[config.mk]
export PLATFORM = sky130hd
export DESIGN_NAME = pc_sequencer
export DESIGN_NICKNAME = d
export VERILOG_FILES = /design/src/rtl/salamander_pkg.sv /design/src/rtl/pc_seq_decode.sv /design/src/rtl/pc_sequencer.sv
export SDC_FILE = /design/constraint.sdc
export NUM_CORES = 1
export LEC_CHECK = 0
export ABC_AREA = 1
export CORE_MARGIN = 1
export CORE_UTILIZATION = 45
export DETAILED_ROUTE_END_ITERATION = 12
export GPL_ROUTABILITY_DRIVEN = 0
export PLACE_DENSITY = 0.9
export SETUP_SLACK_MARGIN = 0.2
export SYNTH_ARGS = -nofsm -noshare
export SYNTH_HDL_FRONTEND = slang
export SYNTH_HIERARCHICAL = 1
export SYNTH_SLANG_ARGS = --single-unit
[constraint.sdc]
create_clock -name clk -period 2.4 [get_ports clk]
set_clock_uncertainty 0.05 [all_clocks]
set_input_delay 0.36 -clock clk [delete_from_list [all_inputs] [get_ports clk]]
set_output_delay 0.36 -clock clk [all_outputs]
set_load 0.05 [all_outputs]
[src/rtl/salamander_pkg.sv]
// Shared types and default widths for the salamander 4-bit core control path.
package salamander_pkg;

  localparam int DEF_INSTR_W = 8;
  localparam int DEF_OPC_W   = 4;

  typedef enum logic [3:0] {
    OPC_NOP    = 4'h0,
    OPC_ALU_LO = 4'h1,
    OPC_ALU_HI = 4'h7,
    OPC_JZ     = 4'h8,
    OPC_JMPF   = 4'h9,
    OPC_HALT   = 4'hF
  } opcode_t;

  typedef enum logic [2:0] {
    ST_IDLE,
    ST_FETCH,
    ST_DECODE,
    ST_EXEC,
    ST_WB,
    ST_HALT
  } seq_state_t;

endpackage

[src/rtl/pc_seq_decode.sv]
// Combinational instruction decode: opcode class flags and the PC increment amount.
module pc_seq_decode
  import salamander_pkg::*;
#(
  parameter int ADDR_W  = 5,
  parameter int INSTR_W = DEF_INSTR_W,
  parameter int OPC_W   = DEF_OPC_W
) (
  input  logic [INSTR_W-1:0] ir,
  input  logic               zero_flag,
  output logic [OPC_W-1:0]   alu_op,
  output logic               is_alu,
  output logic               is_halt,
  output logic [ADDR_W-1:0]  inc_val
);

  localparam int OPD_W = INSTR_W - OPC_W;

  logic [OPC_W-1:0]  opcode;
  logic [OPD_W-1:0]  operand;
  logic [ADDR_W-1:0] opdExt;

  assign opcode  = ir[INSTR_W-1 -: OPC_W];
  assign operand = ir[OPD_W-1:0];
  assign opdExt  = ADDR_W'(operand);

  assign alu_op  = opcode;
  assign is_alu  = (opcode >= OPC_W'(OPC_ALU_LO)) && (opcode <= OPC_W'(OPC_ALU_HI));
  assign is_halt = (opcode == OPC_W'(OPC_HALT));

  // A zero jump distance would spin on the same address, so it degrades to a step of 1.
  always_comb begin
    inc_val = ADDR_W'(1);
    if (opcode == OPC_W'(OPC_JZ)) begin
      if (zero_flag && (operand != '0)) inc_val = opdExt;
    end else if ((opcode == OPC_W'(OPC_JMPF)) && (operand != '0)) begin
      inc_val = opdExt;
    end
  end

endmodule

[src/rtl/pc_sequencer.sv]
// Fetch/decode/execute sequencer for the 4-bit core.
// Define PC_SEQ_FETCH_TIMEOUT_EN to build the fetch watchdog that faults a stalled fetch.
module pc_sequencer
  import salamander_pkg::*;
#(
  parameter int ADDR_W      = 5,
  parameter int INSTR_W     = DEF_INSTR_W,
  parameter int OPC_W       = DEF_OPC_W,
  parameter int TIMEOUT_CYC = 15
) (
  input  logic               clk,
  input  logic               rstn,
  input  logic               start,
  input  logic [ADDR_W-1:0]  pc_val,
  input  logic               pc_max_reached,
  input  logic               zero_flag,
  input  logic               imem_ack,
  input  logic [INSTR_W-1:0] imem_data,
  output logic               pc_inc,
  output logic [ADDR_W-1:0]  pc_inc_val,
  output logic               imem_req,
  output logic [ADDR_W-1:0]  imem_addr,
  output logic [INSTR_W-1:0] ir,
  output logic [OPC_W-1:0]   alu_op,
  output logic               alu_en,
  output logic               acc_we,
  output logic               busy,
  output logic               halted,
  output logic               fault
);

  if (TIMEOUT_CYC < 1) begin : g_badTimeout
    $error("TIMEOUT_CYC must be at least 1");
  end

  seq_state_t         state_q, state_d;
  logic [INSTR_W-1:0] ir_q, ir_d;
  logic [OPC_W-1:0]   aluOp_q, aluOp_d;
  logic [ADDR_W-1:0]  incVal_q, incVal_d;

  logic [OPC_W-1:0]   decAluOp;
  logic               decIsAlu;
  logic               decIsHalt;
  logic [ADDR_W-1:0]  decIncVal;
  logic               fetchReq;
  logic               timeout;

  pc_seq_decode #(
    .ADDR_W  (ADDR_W),
    .INSTR_W (INSTR_W),
    .OPC_W   (OPC_W)
  ) u_decode (
    .ir        (ir_q),
    .zero_flag (zero_flag),
    .alu_op    (decAluOp),
    .is_alu    (decIsAlu),
    .is_halt   (decIsHalt),
    .inc_val   (decIncVal)
  );

  // pc_val is stable for the whole fetch, so checking the wrap flag every cycle equals an entry check.
  assign fetchReq = (state_q == ST_FETCH) && !pc_max_reached;

`ifdef PC_SEQ_FETCH_TIMEOUT_EN
  localparam int WdW = $clog2(TIMEOUT_CYC + 1);

  logic [WdW-1:0] wdCnt_q, wdCnt_d;
  logic           fault_q, fault_d;

  // Counts unanswered fetch cycles; an ack in the last allowed cycle still wins.
  always_comb begin
    wdCnt_d = '0;
    if (fetchReq && !imem_ack) wdCnt_d = wdCnt_q + 1'b1;
  end

  assign timeout = fetchReq && !imem_ack && (wdCnt_q == WdW'(TIMEOUT_CYC - 1));
  assign fault_d = fault_q | timeout;

  always_ff @(posedge clk or negedge rstn) begin
    if (!rstn) begin
      wdCnt_q <= '0;
      fault_q <= 1'b0;
    end else begin
      wdCnt_q <= wdCnt_d;
      fault_q <= fault_d;
    end
  end

  assign fault = fault_q;
`else
  assign timeout = 1'b0;
  assign fault   = 1'b0;
`endif

  always_comb begin
    state_d  = state_q;
    ir_d     = ir_q;
    aluOp_d  = aluOp_q;
    incVal_d = incVal_q;
    unique case (state_q)
      ST_IDLE: begin
        if (start) state_d = ST_FETCH;
      end
      ST_FETCH: begin
        if (pc_max_reached) begin
          state_d = ST_HALT;
        end else if (imem_ack) begin
          ir_d    = imem_data;
          state_d = ST_DECODE;
        end else if (timeout) begin
          state_d = ST_HALT;
        end
      end
      ST_DECODE: begin
        aluOp_d = decAluOp;
        state_d = ST_EXEC;
      end
      ST_EXEC: begin
        // Latched here so a conditional jump sees the flag produced by this instruction's execute cycle.
        incVal_d = decIncVal;
        state_d  = ST_WB;
      end
      ST_WB: begin
        state_d = decIsHalt ? ST_HALT : ST_FETCH;
      end
      ST_HALT: begin
        state_d = ST_HALT;
      end
      default: begin
        state_d = ST_IDLE;
      end
    endcase
  end

  always_ff @(posedge clk or negedge rstn) begin
    if (!rstn) begin
      state_q  <= ST_IDLE;
      ir_q     <= '0;
      aluOp_q  <= '0;
      incVal_q <= '0;
    end else begin
      state_q  <= state_d;
      ir_q     <= ir_d;
      aluOp_q  <= aluOp_d;
      incVal_q <= incVal_d;
    end
  end

  assign imem_req   = fetchReq;
  assign imem_addr  = fetchReq ? pc_val : '0;
  assign ir         = ir_q;
  assign alu_op     = aluOp_q;
  assign alu_en     = (state_q == ST_EXEC) && decIsAlu;
  assign acc_we     = (state_q == ST_WB) && decIsAlu;
  assign pc_inc     = (state_q == ST_WB) && !decIsHalt;
  assign pc_inc_val = pc_inc ? incVal_q : '0;
  assign busy       = (state_q == ST_FETCH) || (state_q == ST_DECODE) ||
                      (state_q == ST_EXEC)  || (state_q == ST_WB);
  assign halted     = (state_q == ST_HALT);

endmodule

==> metrics.md, run 1 <==
| Metric | Value |
|---|---|
| Critical path required time | `1.99 ns` |
| Port Buffers | `46` |
| Max_slew headroom | `0.6325` |
| Final period util | `0.8862` |
| Maxcap violations | `0` |
| Met3 WL post-DR | `227 µm` |
| Slew Limit Fails | `0` |
| Maximum vdd drop | `0.0009037 V` |
| Crit-path cells | `nor2_2 -> nand2_2 -> nor2_4 -> dlygate4sd2_1` |
| Max FO, Critical Path | `5` |
| Setup TNS | `0 ns` |
| Vias | `1127` |
| WL met1 | `1.116 mm` |
| Final min period | `2.127 ns` |
| DRT Wirelength | `2.842 mm` |
| Hold Crit Class | `in2async` |
| Final setup vio count | `0` |
| Leakage | `0.0008660 µW` |
| RSZ-0062 raised after global routing | `yes` |
| Critical path type | `reg2out` |
| Syn Area/Cell | `7.192 µm²` |
| Initial Util | `0.4898` |
| Pwr/cell area | `1518 nW/µm²` |
| TritonCTS clock tree | `yes` |
| Post-DRT Antenna Nets | `0` |
| Worst-path clk slew | `0.13 ns` |
| Post-synth EDFFs | `0` |
| RR Startpoint | `state_q[2]` |
| TritonCTS buffer count | `3` |
| Drc violations | `0` |
| Synth top cells by count | `37 x nand2_1, 31 x nor2_1, 24 x inv_1` |
| Reg2reg end | `ir[5]` |
| Synth warn | `6` |
| Cell count after synthesis | `155` |
| Internal power | `1200 µW` |
| Count leader, synth | `nand2_1` |
| Die Wd | `51.78 µm` |
| Switching power | `1414 µW` |
| Core Util, Final | `0.7565` |
| Htree depth | `1` |
| Reg-to-reg setup timing slack | `0.83 ns` |
| Clock power frac | `0.110` |
| # IOs | `48` |
| Slowest-stage cell, CP | `dlygate4sd2_1` |
| Clock Sinks | `20` |
| Initial antenna violation count | `0` |
| Ys async rst share | `1.000` |
| Row count | `17` |
| Drt pass-1 iters | `4` |
| Worst Setup Start Kind | `register` |
| Worst Tran Pin Value | `0.5496 ns` |
| WL/cell | `12.46 µm` |
| Top cell type by total area after synthesis | `dfrtp_1` |
| Die height | `51.78 µm` |
| FF-to-FF path depth | `7` |
| All-Layer GR Usage | `0.2519` |
| Share of post-route cells with drive strength above 1 | `0.2100` |
| Layout filler cell count | `146` |
| Top delay family on crit path | `buffers and inverters` |
| Register area share after synthesis | `0.4489` |
| GR Overflow Total | `0` |
| Post-synth top area share | `0.4489` |
| Synth top area cells | `dfrtp_1 45%, nand2_1 12%, nor2_1 10%` |
| Die ar. | `2681 µm²` |
| Yosys reg bits | `20` |
| Crit path DAT | `1.72 ns` |
| Largest net degree at the start of global routing | `21` |
| Worst Path Buf+Inv | `1` |
| CTS Root Cell | `clkbuf_4` |
| Top layer in use | `met4` |
| CP Capture Type | `output pin` |
| Distinct cells, synth | `20` |
| Core Box Area | `2276 µm²` |
| Logic gate share of total power | `0.641` |
| F_max | `0.4702 GHz` |
| Sw Ratio | `0.5410` |
| Cell Area, Synth | `1115 µm²` |
| Slowest stage delay, CP | `0.54 ns` |
| Iteration-0 DRC Markers | `35` |
| Clock buffer depth | `2` |
| WP depth | `4` |
| Power share of the sequential group | `0.248` |
| NumNets Final | `220` |
| Dpl hpwl | `2.279 mm` |
| Final hold vios | `0` |
| Ys flop type | `dfrtp_1` |
| Vias in the first global route | `1075` |
| Clk_lat worst skew | `0.32 ns` |
| Area Growth Syn to Fin | `54.43%` |
| Via/cell ratio | `4.943` |
| Post-cts hold buffer count | `0` |
| # diodes | `0` |
| First-pass GRT wire length | `4.767 mm` |
| WL met2 | `1.427 mm` |
| Outcome | `completed` |
| Mapped Nets | `174` |
worst max path at each step:
stage	startpoint	end
2_1_floorplan	ir[6]	pc_inc_val[0]
3_3_place_gp	state_q[0]	acc_we
3_5_place_dp	state_q[0]	acc_we
4_1_cts	state_q[0]	pc_inc
5_1_grt	state_q[2]	busy
6_report	state_q[0]	pc_inc
power by group through the flow:
stage | Clock (µW) | Combinational, µW | Sequential (µW)
5_1_grt | 300 | 1790 | 671
4_1_cts | 285 | 1670 | 641
6_report | 288 | 1680 | 649
3_3_place_gp | 0 | 1600 | 626
3_5_place_dp | 0 | 1650 | 648
2_1_floorplan | 0 | 847 | 942
cell usage in the layout (no fill, tap or decap), types with 3 or more instances in the layout:
master,count
buf_12,6
nor2_2,5
nor2_1,24
inv_1,23
buf_4,11
nand3_1,8
nand2_1,36
clkdlybuf4s50_1,30
o21ai_0,4
a21oi_1,6
dfrtp_1,19
nor2_4,7
clkbuf_4,3
stage by stage:
stage	hold WS (ns)	power (µW)	setup WS, ns	area, µm²	instances
2_1_floorplan	0.01441	1789	0.2134	1160	155
3_3_place_gp	0.4045	2229	0.3710	1640	222
3_5_place_dp	0.4175	2300	0.3105	1640	222
4_1_cts	0.3269	2601	0.1999	1713	228
5_1_grt	0.3374	2757	0.1957	1722	228
6_report	0.3064	2613	0.2732	1722	228
cells by family (layout without fill, tap and decap cells):
group,Yosys count,in the layout,synth area share
DFF,20,20,0.4489
and+or+nand+nor,88,88,0.3434
AOI/OAI and AO/OA,11,11,0.05163
buffers and inverters,34,79,0.1493
other,2,2,0.006737
sequential cells by signal (all words and copies together) (netlist names):
register  count
alu_op        4
ir            8
incVal_q      5
state_q       3
cell type report:
type / instances / area [µm²] / share of cell area
repair buffers: 50 / 525.5 / 0.3052
multi-input cells: 101 / 509.2 / 0.2958
flip-flops and latches: 20 / 501.7 / 0.2914
inverters: 25 / 97.59 / 0.05669
well taps: 28 / 35.03 / 0.02035
clock inverters: 1 / 30.03 / 0.01744
clock buffers: 3 / 22.52 / 0.01308
worst register-to-register path: cells and delay by family, from the launching register on:
family,cells,cell delay [ns]
simple gates,5,0.63
flops,1,0.46
buf+inv,2,0.32
what timing repair did:
action / 4_1_cts / 5_1_grt
cloned: 0 / 0
setup endpoints to repair: 8 / 7
gates resized for setup: 5 / 6
setup buffers: 2 / 0
pin swaps: 0 / 0
layer usage:
layer | vias up | track usage
met3 | 6 | 0.07018
met2 | 61 | 0.4286
met5 | - | 0
li1 | 547 | -
met4 | 0 | 0.1577
met1 | 513 | 0.2744
Power figures use the tool's default switching activity.
==> run 2, diff against run 1 <==
SETUP_SLACK_MARGIN = not set   (was 0.2)
==> run 2 against run 1 <==
Effect of this change:
- sequential power is essentially flat
- clock power shrank 3%
- hold slack better by 0.014 ns
- critical path depth stayed put
- register-to-register slack worse by 0.10 ns
- final area is 3.6% lower
- total power shrank 2.4%
- global-route usage grew 0.45 points
- sequential share of layout area up 1.0 points
- wire length rose by 8.2%
- via count grew 4.3%
==> metrics.md, run 2 (synthesized netlist as in run 1, its figures left out) <==
| Metric | Value |
|---|---|
| Crit path from | `state_q[1]` |
| Core Box Area | `2276 µm² (unchanged)` |
| Post-DRT Antenna Nets | `0 (unchanged)` |
| F_max | `0.4246 GHz (-9.7%)` |
| Area Growth Syn to Fin | `48.93%` |
| Post-cts hold buffer count | `0 (unchanged)` |
| Slowest stage delay, CP | `0.84 ns (+0.30 ns)` |
| Critical path required time | `1.99 ns (about the same)` |
| Max_slew headroom | `0.6327 (about the same)` |
| Final period util | `0.9812 (+0.09506)` |
| Crit path DAT | `1.94 ns (+0.22 ns)` |
| Via/cell ratio | `5.199 (+5.2%)` |
| All-Layer GR Usage | `0.2564 (+0.004535)` |
| Setup TNS | `0 ns (unchanged)` |
| CTS Root Cell | `clkbuf_4` |
| # diodes | `0 (unchanged)` |
| Leakage | `0.0008492 µW (-1.9%)` |
| Drt pass-1 iters | `5 (+1)` |
| Top delay family on crit path | `buffers and inverters` |
| Final min period | `2.355 ns (+0.2282 ns)` |
| Crit-path cells | `inv_1 -> nand2_1 -> nor2_1 -> clkdlybuf4s50_1` |
| CP Capture Type | `output pin` |
| First-pass GRT wire length | `4.905 mm (+2.9%)` |
| Clock buffer depth | `2 (unchanged)` |
| Critical path type | `reg2out` |
| Pwr/cell area | `1537 nW/µm² (+1.2%)` |
| Initial Util | `0.4898 (unchanged)` |
| Worst Setup Start Kind | `register` |
| Post_cts resized | `2 (-3)` |
| GR Overflow Total | `0 (unchanged)` |
| Row count | `17 (unchanged)` |
| Final hold vios | `0 (unchanged)` |
| Vias | `1175 (+4.3%)` |
| Slew Limit Fails | `0 (unchanged)` |
| Share of post-route cells with drive strength above 1 | `0.1717 (-0.03828)` |
| Worst hold margin | `0.3207 ns (+0.01430 ns)` |
| Clock Sinks | `20 (unchanged)` |
| Worst Tran Pin Value | `0.5492 ns (-0.0004312 ns)` |
| Outcome | `completed` |
| Maxcap violations | `0 (unchanged)` |
| NumNets Final | `218 (-0.91%)` |
| Tot Pwr | `2551 µW (-2.4%)` |
| Max FO, Critical Path | `7 (+2)` |
| Vias in the first global route | `1110 (+3.3%)` |
| Layout filler cell count | `156 (+6.8%)` |
| Die ar. | `2681 µm² (unchanged)` |
| Commonest cells after routing, fill and taps aside | `37 x nand2_1, 31 x clkdlybuf4s50_1, 25 x nor2_1, 24 x inv_1, 20 x dfrtp_1` |
| Worst-path clk slew | `0.12 ns (about the same)` |
| Final setup vio count | `0 (unchanged)` |
| Placed inst area | `1610 µm² (-1.8%)` |
| Largest net degree at the start of global routing | `21 (unchanged)` |
| Dpl hpwl | `2.397 mm (+5.2%)` |
| Initial antenna violation count | `0 (unchanged)` |
| PnR worst setup slack | `0.04508 ns (-0.2282 ns)` |
| Die height | `51.78 µm (unchanged)` |
| TritonCTS buffer count | `3 (unchanged)` |
| RSZ-0062 raised after global routing | `no` |
| TritonCTS clock tree | `yes` |
| Slowest-stage cell, CP | `clkdlybuf4s50_1` |
| Worst Path Buf+Inv | `2 (+1)` |
| Htree depth | `1 (unchanged)` |
| Port Buffers | `46 (unchanged)` |
| Hold Crit Class | `in2async` |
| Post-CTS Setup Bufs | `0 (-2)` |
| Maximum vdd drop | `0.0009374 V (+3.7%)` |
| WL/cell | `13.61 µm (+9.2%)` |
| Clk_lat worst skew | `0.31 ns (about the same)` |
| Drc violations | `0 (unchanged)` |
| Iteration-0 DRC Markers | `47 (+34%)` |
| RR Startpoint | `state_q[2]` |
| Die Wd | `51.78 µm (unchanged)` |
| # IOs | `48 (unchanged)` |
| Commonest non-fill, non-tap cell in the layout | `nand2_1` |
| Largest register FFs | `8 (unchanged)` |
| Final Cell Area | `1660 µm² (-3.6%)` |
| Pre-CTS setup slack | `0.3107 ns (+0.0002110 ns)` |
| DRT Wirelength | `3.076 mm (+8.2%)` |
## run 2: layout make-up
cell class | count | area, µm² | share of cell area
timing repair buffer | 48 | 515.5 | 0.3105
sequential | 20 | 500.5 | 0.3014
multi-input combinational | 101 | 462.9 | 0.2788
inverter | 25 | 93.84 | 0.05652
tap | 28 | 35.03 | 0.02110
clock inverter | 1 | 30.03 | 0.01809
clock buffer | 3 | 22.52 | 0.01356
## run 2: worst paths after layout
| path | slack (ns) | cells past startpoint | to |
|---|---|---|---|
| setup / recovery | 0.05 | 4 | halted |
| hold / removal | 0.32 | 2 | ir[5] |
| setup reg to reg | 0.73 | 7 | ir[2] |
| hold reg to reg | 0.44 | 2 | alu_op[0] |
| max in group asynchronous | 1.77 | 2 | state_q[2] |
| min in group clk | 0.44 | 2 | alu_op[0] |
## run 2: per-stage QoR
step / utilization / std cells
after global placement: 0.7075 / 222
final: 0.7295 / 226
after global routing: 0.7295 / 226
after detailed placement: 0.7075 / 222
after CTS: 0.7295 / 226
after floorplan: - / 155
## run 2: where the power goes
group          switching [µW]  total (µW)  internal (µW)
registers                 156         651            494
logic                    1110        1620            514
clock network             109         278            169
total                    1370        2550           1180
## run 2: layer usage
metal  GRT usage  wire, µm  part of all wire  vias up
li1            -         -                 -      545
met1      0.2731      1156              0.38      531
met2      0.4675      1554              0.51       79
met3     0.06725       247             0.080       20
met4      0.1171       118             0.038        0
met5           0         0                 0        -
